==> src/rtl/st7735_spi_receiver.sv <==
// st7735_spi_receiver
// Slave-side receiver for the ST7735 panel's 4-wire serial interface
// (CS, LCD_CLK, MOSI, DC), oversampled by SYSTEM_CLK. Every serial input
// goes through a SYNC_STAGES-deep synchronizer followed by one history flop.
// Edges are detected only on the synchronized copies. Completed bytes come
// out as one-cycle BYTE_VALID pulses. The current command and the parameter
// index that follows it are tracked.
// Optional feature: define ST7735_RX_PARAM_CHECK_EN to flag parameter
// overruns on known commands through the sticky PARAM_ERR output.
// Without the macro, PARAM_ERR is tied to 0.

module st7735_spi_receiver #(
  parameter int SYNC_STAGES = 2,
  parameter int PARAM_MAX   = 31
) (
  input  logic       SYSTEM_CLK,
  input  logic       RESET_N,
  input  logic       CS,
  input  logic       LCD_CLK,
  input  logic       MOSI,
  input  logic       DC,
  output logic [7:0] BYTE_DATA,
  output logic       BYTE_VALID,
  output logic       BYTE_IS_CMD,
  output logic [7:0] CMD_REG,
  output logic [4:0] PARAM_INDEX,
  output logic       BUSY,
  output logic       FRAME_ERR,
  output logic       PARAM_ERR
);

  localparam logic [1:0] ST_IDLE  = 2'd0;
  localparam logic [1:0] ST_SHIFT = 2'd1;
  localparam logic [1:0] ST_HOLD  = 2'd2;

  localparam logic [4:0] PIDX_MAX = 5'(PARAM_MAX);

  // Synchronizer chains plus one history flop per serial input
  logic [SYNC_STAGES-1:0] cs_sync_q, cs_sync_d;
  logic [SYNC_STAGES-1:0] clk_sync_q, clk_sync_d;
  logic [SYNC_STAGES-1:0] mosi_sync_q, mosi_sync_d;
  logic [SYNC_STAGES-1:0] dc_sync_q, dc_sync_d;
  logic cs_hist_q, cs_hist_d, clk_hist_q, clk_hist_d;
  logic mosi_hist_q, mosi_hist_d, dc_hist_q, dc_hist_d;

  // Receiver state
  logic [1:0] state_q, state_d;
  logic [7:0] shift_q, shift_d;
  logic [2:0] bit_cnt_q, bit_cnt_d;
  logic [7:0] byte_data_q, byte_data_d;
  logic       byte_valid_q, byte_valid_d;
  logic       byte_is_cmd_q, byte_is_cmd_d;
  logic [7:0] cmd_reg_q, cmd_reg_d;
  logic [4:0] pidx_q, pidx_d;
  logic       frame_err_q, frame_err_d;

  logic       cs_s, clk_s, clk_rise, cs_rise;
  logic       byte_done;
  logic [4:0] pidx_inc;

  assign cs_s     = cs_sync_q[SYNC_STAGES-1];
  assign clk_s    = clk_sync_q[SYNC_STAGES-1];
  assign clk_rise = clk_s & ~clk_hist_q;
  assign cs_rise  = cs_s & ~cs_hist_q;

  // Advance the synchronizer chains and capture the history copies
  always_comb begin
    cs_sync_d   = {cs_sync_q[SYNC_STAGES-2:0], CS};
    clk_sync_d  = {clk_sync_q[SYNC_STAGES-2:0], LCD_CLK};
    mosi_sync_d = {mosi_sync_q[SYNC_STAGES-2:0], MOSI};
    dc_sync_d   = {dc_sync_q[SYNC_STAGES-2:0], DC};
    cs_hist_d   = cs_s;
    clk_hist_d  = clk_s;
    mosi_hist_d = mosi_sync_q[SYNC_STAGES-1];
    dc_hist_d   = dc_sync_q[SYNC_STAGES-1];
  end

  // Next-state logic: shift bits in, complete bytes, handle CS release
  always_comb begin
    // NOTE: every variable gets a default first so no path infers a latch.
    state_d       = state_q;
    shift_d       = shift_q;
    bit_cnt_d     = bit_cnt_q;
    byte_data_d   = byte_data_q;
    byte_valid_d  = 1'b0;
    byte_is_cmd_d = byte_is_cmd_q;
    cmd_reg_d     = cmd_reg_q;
    pidx_d        = pidx_q;
    frame_err_d   = 1'b0;
    byte_done     = 1'b0;
    pidx_inc      = (pidx_q < PIDX_MAX) ? pidx_q + 5'd1 : pidx_q;

    case (state_q)
      ST_IDLE: begin
        if (!cs_s) state_d = ST_SHIFT;
      end
      ST_SHIFT: begin
        if (clk_rise) begin
          shift_d   = {shift_q[6:0], mosi_hist_q};
          bit_cnt_d = bit_cnt_q + 3'd1;
          if (bit_cnt_q == 3'd7) begin
            byte_done = 1'b1;
            state_d   = ST_HOLD;
          end
        end
      end
      ST_HOLD: state_d = ST_SHIFT;
      default: state_d = ST_IDLE;
    endcase

    if (byte_done) begin
      byte_data_d   = {shift_q[6:0], mosi_hist_q};
      byte_valid_d  = 1'b1;
      byte_is_cmd_d = ~dc_hist_q;
      if (!dc_hist_q) begin
        cmd_reg_d = byte_data_d;
        pidx_d    = 5'd0;
      end else begin
        pidx_d = pidx_inc;
      end
    end

    // A byte that completes in the same cycle as CS release is kept.
    // Any other partial byte is dropped and flagged.
    if (cs_s) begin
      state_d   = ST_IDLE;
      bit_cnt_d = 3'd0;
      if (cs_rise && (bit_cnt_q != 3'd0) && !byte_done) frame_err_d = 1'b1;
    end
  end

  // Register all state; synchronous active-low reset
  always_ff @(posedge SYSTEM_CLK) begin
    // NOTE: sequential state uses non-blocking assignments only, so every
    // flop samples the values from before the clock edge.
    if (!RESET_N) begin
      // NOTE: the synchronizers reset to the bus idle levels (CS and LCD_CLK
      // high), so leaving reset creates no false edges.
      cs_sync_q     <= '1;
      clk_sync_q    <= '1;
      mosi_sync_q   <= '0;
      dc_sync_q     <= '0;
      cs_hist_q     <= 1'b1;
      clk_hist_q    <= 1'b1;
      mosi_hist_q   <= 1'b0;
      dc_hist_q     <= 1'b0;
      state_q       <= ST_IDLE;
      shift_q       <= 8'h00;
      bit_cnt_q     <= 3'd0;
      byte_data_q   <= 8'h00;
      byte_valid_q  <= 1'b0;
      byte_is_cmd_q <= 1'b0;
      cmd_reg_q     <= 8'h00;
      pidx_q        <= 5'd0;
      frame_err_q   <= 1'b0;
    end else begin
      cs_sync_q     <= cs_sync_d;
      clk_sync_q    <= clk_sync_d;
      mosi_sync_q   <= mosi_sync_d;
      dc_sync_q     <= dc_sync_d;
      cs_hist_q     <= cs_hist_d;
      clk_hist_q    <= clk_hist_d;
      mosi_hist_q   <= mosi_hist_d;
      dc_hist_q     <= dc_hist_d;
      state_q       <= state_d;
      shift_q       <= shift_d;
      bit_cnt_q     <= bit_cnt_d;
      byte_data_q   <= byte_data_d;
      byte_valid_q  <= byte_valid_d;
      byte_is_cmd_q <= byte_is_cmd_d;
      cmd_reg_q     <= cmd_reg_d;
      pidx_q        <= pidx_d;
      frame_err_q   <= frame_err_d;
    end
  end

`ifdef ST7735_RX_PARAM_CHECK_EN
  logic       param_err_q, param_err_d;
  logic [5:0] limit;

  // Expected parameter count per command as {known, count}
  function automatic logic [5:0] param_limit(input logic [7:0] cmd);
    case (cmd)
      8'h11:   return {1'b1, 5'd0};
      8'hB1:   return {1'b1, 5'd3};
      8'hB2:   return {1'b1, 5'd3};
      8'hB3:   return {1'b1, 5'd6};
      8'hB4:   return {1'b1, 5'd1};
      8'hC0:   return {1'b1, 5'd3};
      8'hC1:   return {1'b1, 5'd1};
      8'hC2:   return {1'b1, 5'd2};
      8'hC3:   return {1'b1, 5'd2};
      8'hC4:   return {1'b1, 5'd2};
      8'hC5:   return {1'b1, 5'd1};
      8'hE0:   return {1'b1, 5'd16};
      8'hE1:   return {1'b1, 5'd16};
      default: return 6'd0;
    endcase
  endfunction

  // Set the sticky error when a data byte exceeds the known parameter count
  always_comb begin
    param_err_d = param_err_q;
    limit       = param_limit(cmd_reg_q);
    if (byte_done && dc_hist_q && limit[5] && (pidx_inc > limit[4:0]))
      param_err_d = 1'b1;
  end

  // Sticky error flop, cleared only by reset
  always_ff @(posedge SYSTEM_CLK) begin
    if (!RESET_N) param_err_q <= 1'b0;
    else          param_err_q <= param_err_d;
  end

  assign PARAM_ERR = param_err_q;
`else
  assign PARAM_ERR = 1'b0;
`endif

  assign BYTE_DATA   = byte_data_q;
  assign BYTE_VALID  = byte_valid_q;
  assign BYTE_IS_CMD = byte_is_cmd_q;
  assign CMD_REG     = cmd_reg_q;
  assign PARAM_INDEX = pidx_q;
  assign FRAME_ERR   = frame_err_q;
  assign BUSY        = (state_q == ST_SHIFT) && (bit_cnt_q != 3'd0);

endmodule

==> config.mk <==
export PLATFORM = sky130hd
export DESIGN_NAME = st7735_spi_receiver
export DESIGN_NICKNAME = d
export VERILOG_FILES = /design/src/rtl/st7735_spi_receiver.sv
export SDC_FILE = /design/constraint.sdc
export NUM_CORES = 1
export LEC_CHECK = 0
export CAP_MARGIN = 20
export CORE_MARGIN = 3
export CORE_UTILIZATION = 55
export CTS_BUF_LIST = sky130_fd_sc_hd__clkbuf_16
export DETAILED_ROUTE_END_ITERATION = 6
export GPL_TIMING_DRIVEN = 0
export HOLD_SLACK_MARGIN = 0.12
export PLACE_DENSITY = 0.91
export REMOVE_ABC_BUFFERS = 1
export SYNTH_ARGS = -nofsm -noshare
export SYNTH_HDL_FRONTEND = slang
export SYNTH_SLANG_ARGS = --single-unit
==> constraint.sdc <==
create_clock -name SYSTEM_CLK -period 2.5 [get_ports SYSTEM_CLK]
set_input_delay 0.375 -clock SYSTEM_CLK [delete_from_list [all_inputs] [get_ports SYSTEM_CLK]]
set_output_delay 0.375 -clock SYSTEM_CLK [all_outputs]
set_load 0.01 [all_outputs]
* After elaboration in Yosys (flattened, before gate mapping)
Cells that the tools add are included.
Widths: inputs -> output; s select.
** Word-level totals
- Bits in registers :: 48
- Word-level logic and storage cells :: 55
** Operators by class
- $lt $le $gt $ge :: 1
- Reductions and logical operators :: 13
- $add $sub $neg :: 2
- Bitwise operators :: 6
- Muxes and demuxes :: 10
- Equal/unequal tests :: 6
** Operators by type and width (count)
- $mux 5 :: 2
- $reduce_and 2->1 :: 5
- $add 5x1->5 const B :: 1
- $lt 5x5->1 const B :: 1
- $mux 1 :: 5
- $mux 2 :: 2
- $ne 2x2->1 const B :: 2
- $not 1->1 :: 4
- $pmux 2 s2 :: 1
- $reduce_or 2->1 :: 2
- $add 3x1->3 const B :: 1
- $eq 3x3->1 const B :: 1
- $logic_and 1x1->1 :: 3
- $reduce_bool 3->1 :: 1
- $and 1x1->1 :: 2
- $eq 2x1->1 const B :: 1
- $eq 2x2->1 const B :: 1
- $logic_not 2->1 :: 1
- $ne 2x1->1 const B :: 1
- $logic_not 1->1 :: 1

* Depth between registers and ports, before layout
- Depth in word-level cells :: 7
- Mapped depth :: 7
- Mapped depth without buffers :: 6

* Worst setup path after synthesis
Ideal clock, no wire load.
- Kind :: register to register
- Start point :: register bit_cnt_q[0]
- End point :: register pidx_q[2], in the netlist PARAM_INDEX[2]
- Slack :: 1.097 ns
- Data arrival time :: 1.267 ns
- Path buffers :: 0
- Period minus slack after synthesis :: 1.403 ns
- Data required time :: 2.364 ns
- Stages on the path, launching flop included :: 7
- Path through :: dfxtp_1 ha_1 ha_1 and3b_1 o211ai_1 a21oi_1 o22ai_1
** Between the ends
- Cells in the longest elaborated chain, start to end :: 5
** RTL lines
- from (decl) :: RTL line 49 : logic [2:0] bit_cnt_q, bit_cnt_d;
- from (signal assigned) :: RTL line 167 : bit_cnt_q <= bit_cnt_d;
- $eq 3x3->1 :: RTL line 101 : if (bit_cnt_q == 3'd7) begin
- $mux 1 :: RTL line 101
- $mux 1 :: RTL line 98 : if (clk_rise) begin
- $mux 1 :: RTL line 93 : case (state_q)
- $reduce_and 2->1 (no line)
- to (signal assigned) :: RTL line 172 : pidx_q <= pidx_d;
- to (decl) :: RTL line 54 : logic [4:0] pidx_q, pidx_d;
Every way passes these cells.
A chain may end at the register's enable or synchronous reset.

* Worst setup path after layout
- Start point :: register bit_cnt_q[0]
- End point :: output port BUSY
** Between the ends
- Cells in the longest elaborated chain, start to end :: 2
** RTL lines
- $reduce_bool 3->1 :: RTL line 226 : assign BUSY = (state_q == ST_SHIFT) && (bit_cnt_q != 3'd0);
- $logic_and 1x1->1 :: RTL line 226
- to (decl) :: RTL line 27 : output logic BUSY,
Every way passes these cells.

==> impl_metrics.csv <==
group,metric,value,unit
die,dieArea,0.00401,sq mm
worst_setup_path,reg2reg_depth,6,
worst_hold_path,hp-class,"reg2reg",
sta,skew,0.00528,ns
clocking,cts_tree,"yes",
route,routed_via_density,5.15,
placement,pre_cts_slack,0.538,ns
clocking,post_cts_buffers,0,
placement,dp_hpwl,1990,um
route,num_vias,1380,
synth,synth_seq_cells,48,
cells_and_area,drive_gt1_share,4.91,%
synth,yosysWarnings,0,
global_route,grt_pass1_wl,5810,um
route,drt_pass1_iterations,4,
cells_and_area,fin_nets,235,
synth,synth_top_area_cell,"dfxtp_1",
clocking,cts_hold_buf,0,
worst_setup_path,endpoint_kind,"output pin",
placement,portBuffers,30,
power,power_density,674,mW/mm^2
sta,slew-limit-headroom,45.9,%
die,initial_core_util,58.2,%
route,drt-total-wl,3280,um
global_route,first_global_vias,1270,
clocking,clkTransAtPathRegs,0.06,ns
outcome,status,"finished clean",
placement,placed_area,0.00211,sq mm
die,die_h,63.3,um
power,clockPowerShare,46.9,%
route,antenna_left,0,
global_route,groute.usage.overall,18.5,%
synth,synth_top_area_share,53.2,%
die,num_rows,20,
worst_setup_path,cp_max_fo,3,
sta,rsz0062_at_grt,"no",
cells_and_area,final_cell_area,0.00226,sq mm
sta,fmax,475,MHz
clocking,clk_latency,0.28,ns
clocking,clkSinkCount,48,
power,switching_share,18.2,%
sta,fin_tns_setup,0,ns
synth,yosys.cell_types.count,32,
route,drtIter0Drc,82,
synth,yosys-top-cells-area,"dfxtp_1 53%, nand2_1 10%, a21boi_0 6.2%",
power,intPower,1250,uW
global_route,grt_max_degree,56,
sta,hold_violations,0,
sta,setup_violations,0,
synth,yosysMostFrequentCell,"nand2_1",
cells_and_area,diodes,0,
global_route,grt-ovfl-total,0,
worst_setup_path,crit_path_start_kind,"flip-flop",
route,drc_errors,0,
die,die_w,63.3,um
power,p_switching,277,uW
clocking,cts_resized,0,
worst_setup_path,r2r_slack,0.54,ns
synth,synth_area_per_cell,9.12,sq um
worst_hold_path,min_from,"clk_sync_q[0]",
clocking,cts.htree.levels,2,
synth,synth-edff-count,0,
power,p_comb_share,2.1,%
power,seqPwrFrac,51.0,%
sta,tightestPinTransition,0.809,ns
clocking,clock-root-buffer,"clkbuf_16",
route,avgRoutedWirePerCell,12.2,um
worst_setup_path,path_class,"reg2out",
synth,synth_seq_area_share,53.2,%
worst_hold_path,min_delay_path_depth,1,
synth,async_reset_ff_share,0,%
power,p_leak,0.000788,uW
cells_and_area,areaGrowthSynthToFinish,25.3,%
sta,layout_setup_ws,0.396,ns
sta,timing.final.crit_period,2.10,ns
synth,syn_area,0.00181,sq mm
placement,dp.cells,262,
power,ir_drop,0.450,mV
worst_setup_path,required,2.12,ns
cells_and_area,instances_no_fill,268,
synth,synth-main-ff-cell,"dfxtp_1",
job,cap_violations,0,
worst_setup_path,reg2reg_from,"bit_cnt_q[0]",
worst_setup_path,cp.arrival,1.73,ns
worst_hold_path,whs_endpoint,"clk_sync_q[1]",
sta,hold_slack,0.413,ns
synth,synth_commonest_cells,"49 x nand2_1, 48 x dfxtp_1, 15 x a21boi_0",
global_route,antenna_found_initial,0,
sta,drv_slew,0,
sta,finalCritPeriodShare,84.2,%
placement,place.gp.congestion,0.840,
clocking,clock_path_buffers,2,
worst_setup_path,rr_endpoint,"PARAM_INDEX[4]",
synth,synth_cells,198,
clocking,numCtsBuffers,5,
die,coreArea,0.00310,sq mm
die,ios,32,
cells in the final DEF, fill, tap and decap left out, drive strengths merged:
cell and count:
a21boi 15, a21oi 8, a41o 1, and2 6, and3 1, and3b 1, buf 1, bufinv 1
clkbuf 5, clkdlybuf4s50 29, conb 1, dfxtp 48, ha 4, inv 3, nand2 49, nand2b 7
nand3 12, nand3b 3, nand4 1, nand4b 1, nor2 5, nor2b 3, nor3 1, nor3b 1
nor4 2, o211ai 1, o21a 1, o21ai 11, o22ai 1, xnor2 1
cells by family after synthesis:
family                     count (synthesis)  synth area share [%]
AOI/OAI and AO/OA                         38                  13.2
buffers and inverters                     13                  3.33
xor gates and xnor gates                   1                 0.485
and+or+nand+nor                           93                  26.8
DFF                                       48                  53.2
other                                      1                 0.208
adders and majority gates                  4                  2.77
how the worst max path moves through the flow:
stage	startpoint	end	slack [ns]	cells past startpoint
after floorplan	bit_cnt_q[0]	PARAM_INDEX[4]	0.87	6
after global placement	RESET_N	PARAM_INDEX[3]	-0.14	5
after detailed placement	bit_cnt_q[0]	PARAM_INDEX[4]	0.54	6
after CTS	bit_cnt_q[0]	BUSY	0.38	5
after global routing	bit_cnt_q[0]	BUSY	0.32	5
final	bit_cnt_q[0]	BUSY	0.40	5
metrics by stage:
step	util (%)	total power, uW
final	72.9	1530
after global routing	72.9	1570
after CTS	72.9	1530
after detailed placement	67.9	826
after global placement	68.1	827
after floorplan	-	807
worst max-delay path: stages, from the launching register on:
cell and delay, ns:
dfxtp_1 0.37, inv_1 0.07, ha_1 0.20, nor2b_1 0.15, nor2_1 0.12, clkdlybuf4s50_1 0.54
sequential cells by signal (all words and copies together), names as in the netlist, 2 cells and up:
signal,cells
BYTE_DATA,8
CMD_REG,8
PARAM_INDEX,5
bit_cnt_q,3
clk_sync_q,2
cs_sync_q,2
dc_sync_q,2
mosi_sync_q,2
shift_q,7
state_q,2
power by group through the flow:
stage,Sequential (uW),Clock [uW],Combinational [uW]
2_1_floorplan,794,0,13.2
3_3_place_gp,794,0,32.8
3_5_place_dp,795,0,31.5
4_1_cts,778,724,31.7
5_1_grt,778,761,34.9
6_report,778,716,31.5
final cells by class:
class / count / area [sq um]
clock buffer: 5 / 125
clock inverter: 1 / 30.0
fill: 236 / 841
inverter: 3 / 11.3
multi-input combinational: 137 / 785
sequential: 48 / 961
tap: 44 / 55.1
timing repair buffer: 30 / 295
layer usage:
| layer | up-vias | part of all wire [%] | GRT usage [%] |
|---|---|---|---|
| met5 | - | 0 | 0 |
| met4 | 0 | 1.7 | 6.47 |
| met3 | 8 | 5.0 | 6.60 |
| met2 | 34 | 47 | 30.3 |
| met1 | 632 | 47 | 22.5 |
| li1 | 706 | - | - |
Note: power is estimated with default switching activity, not from simulation.
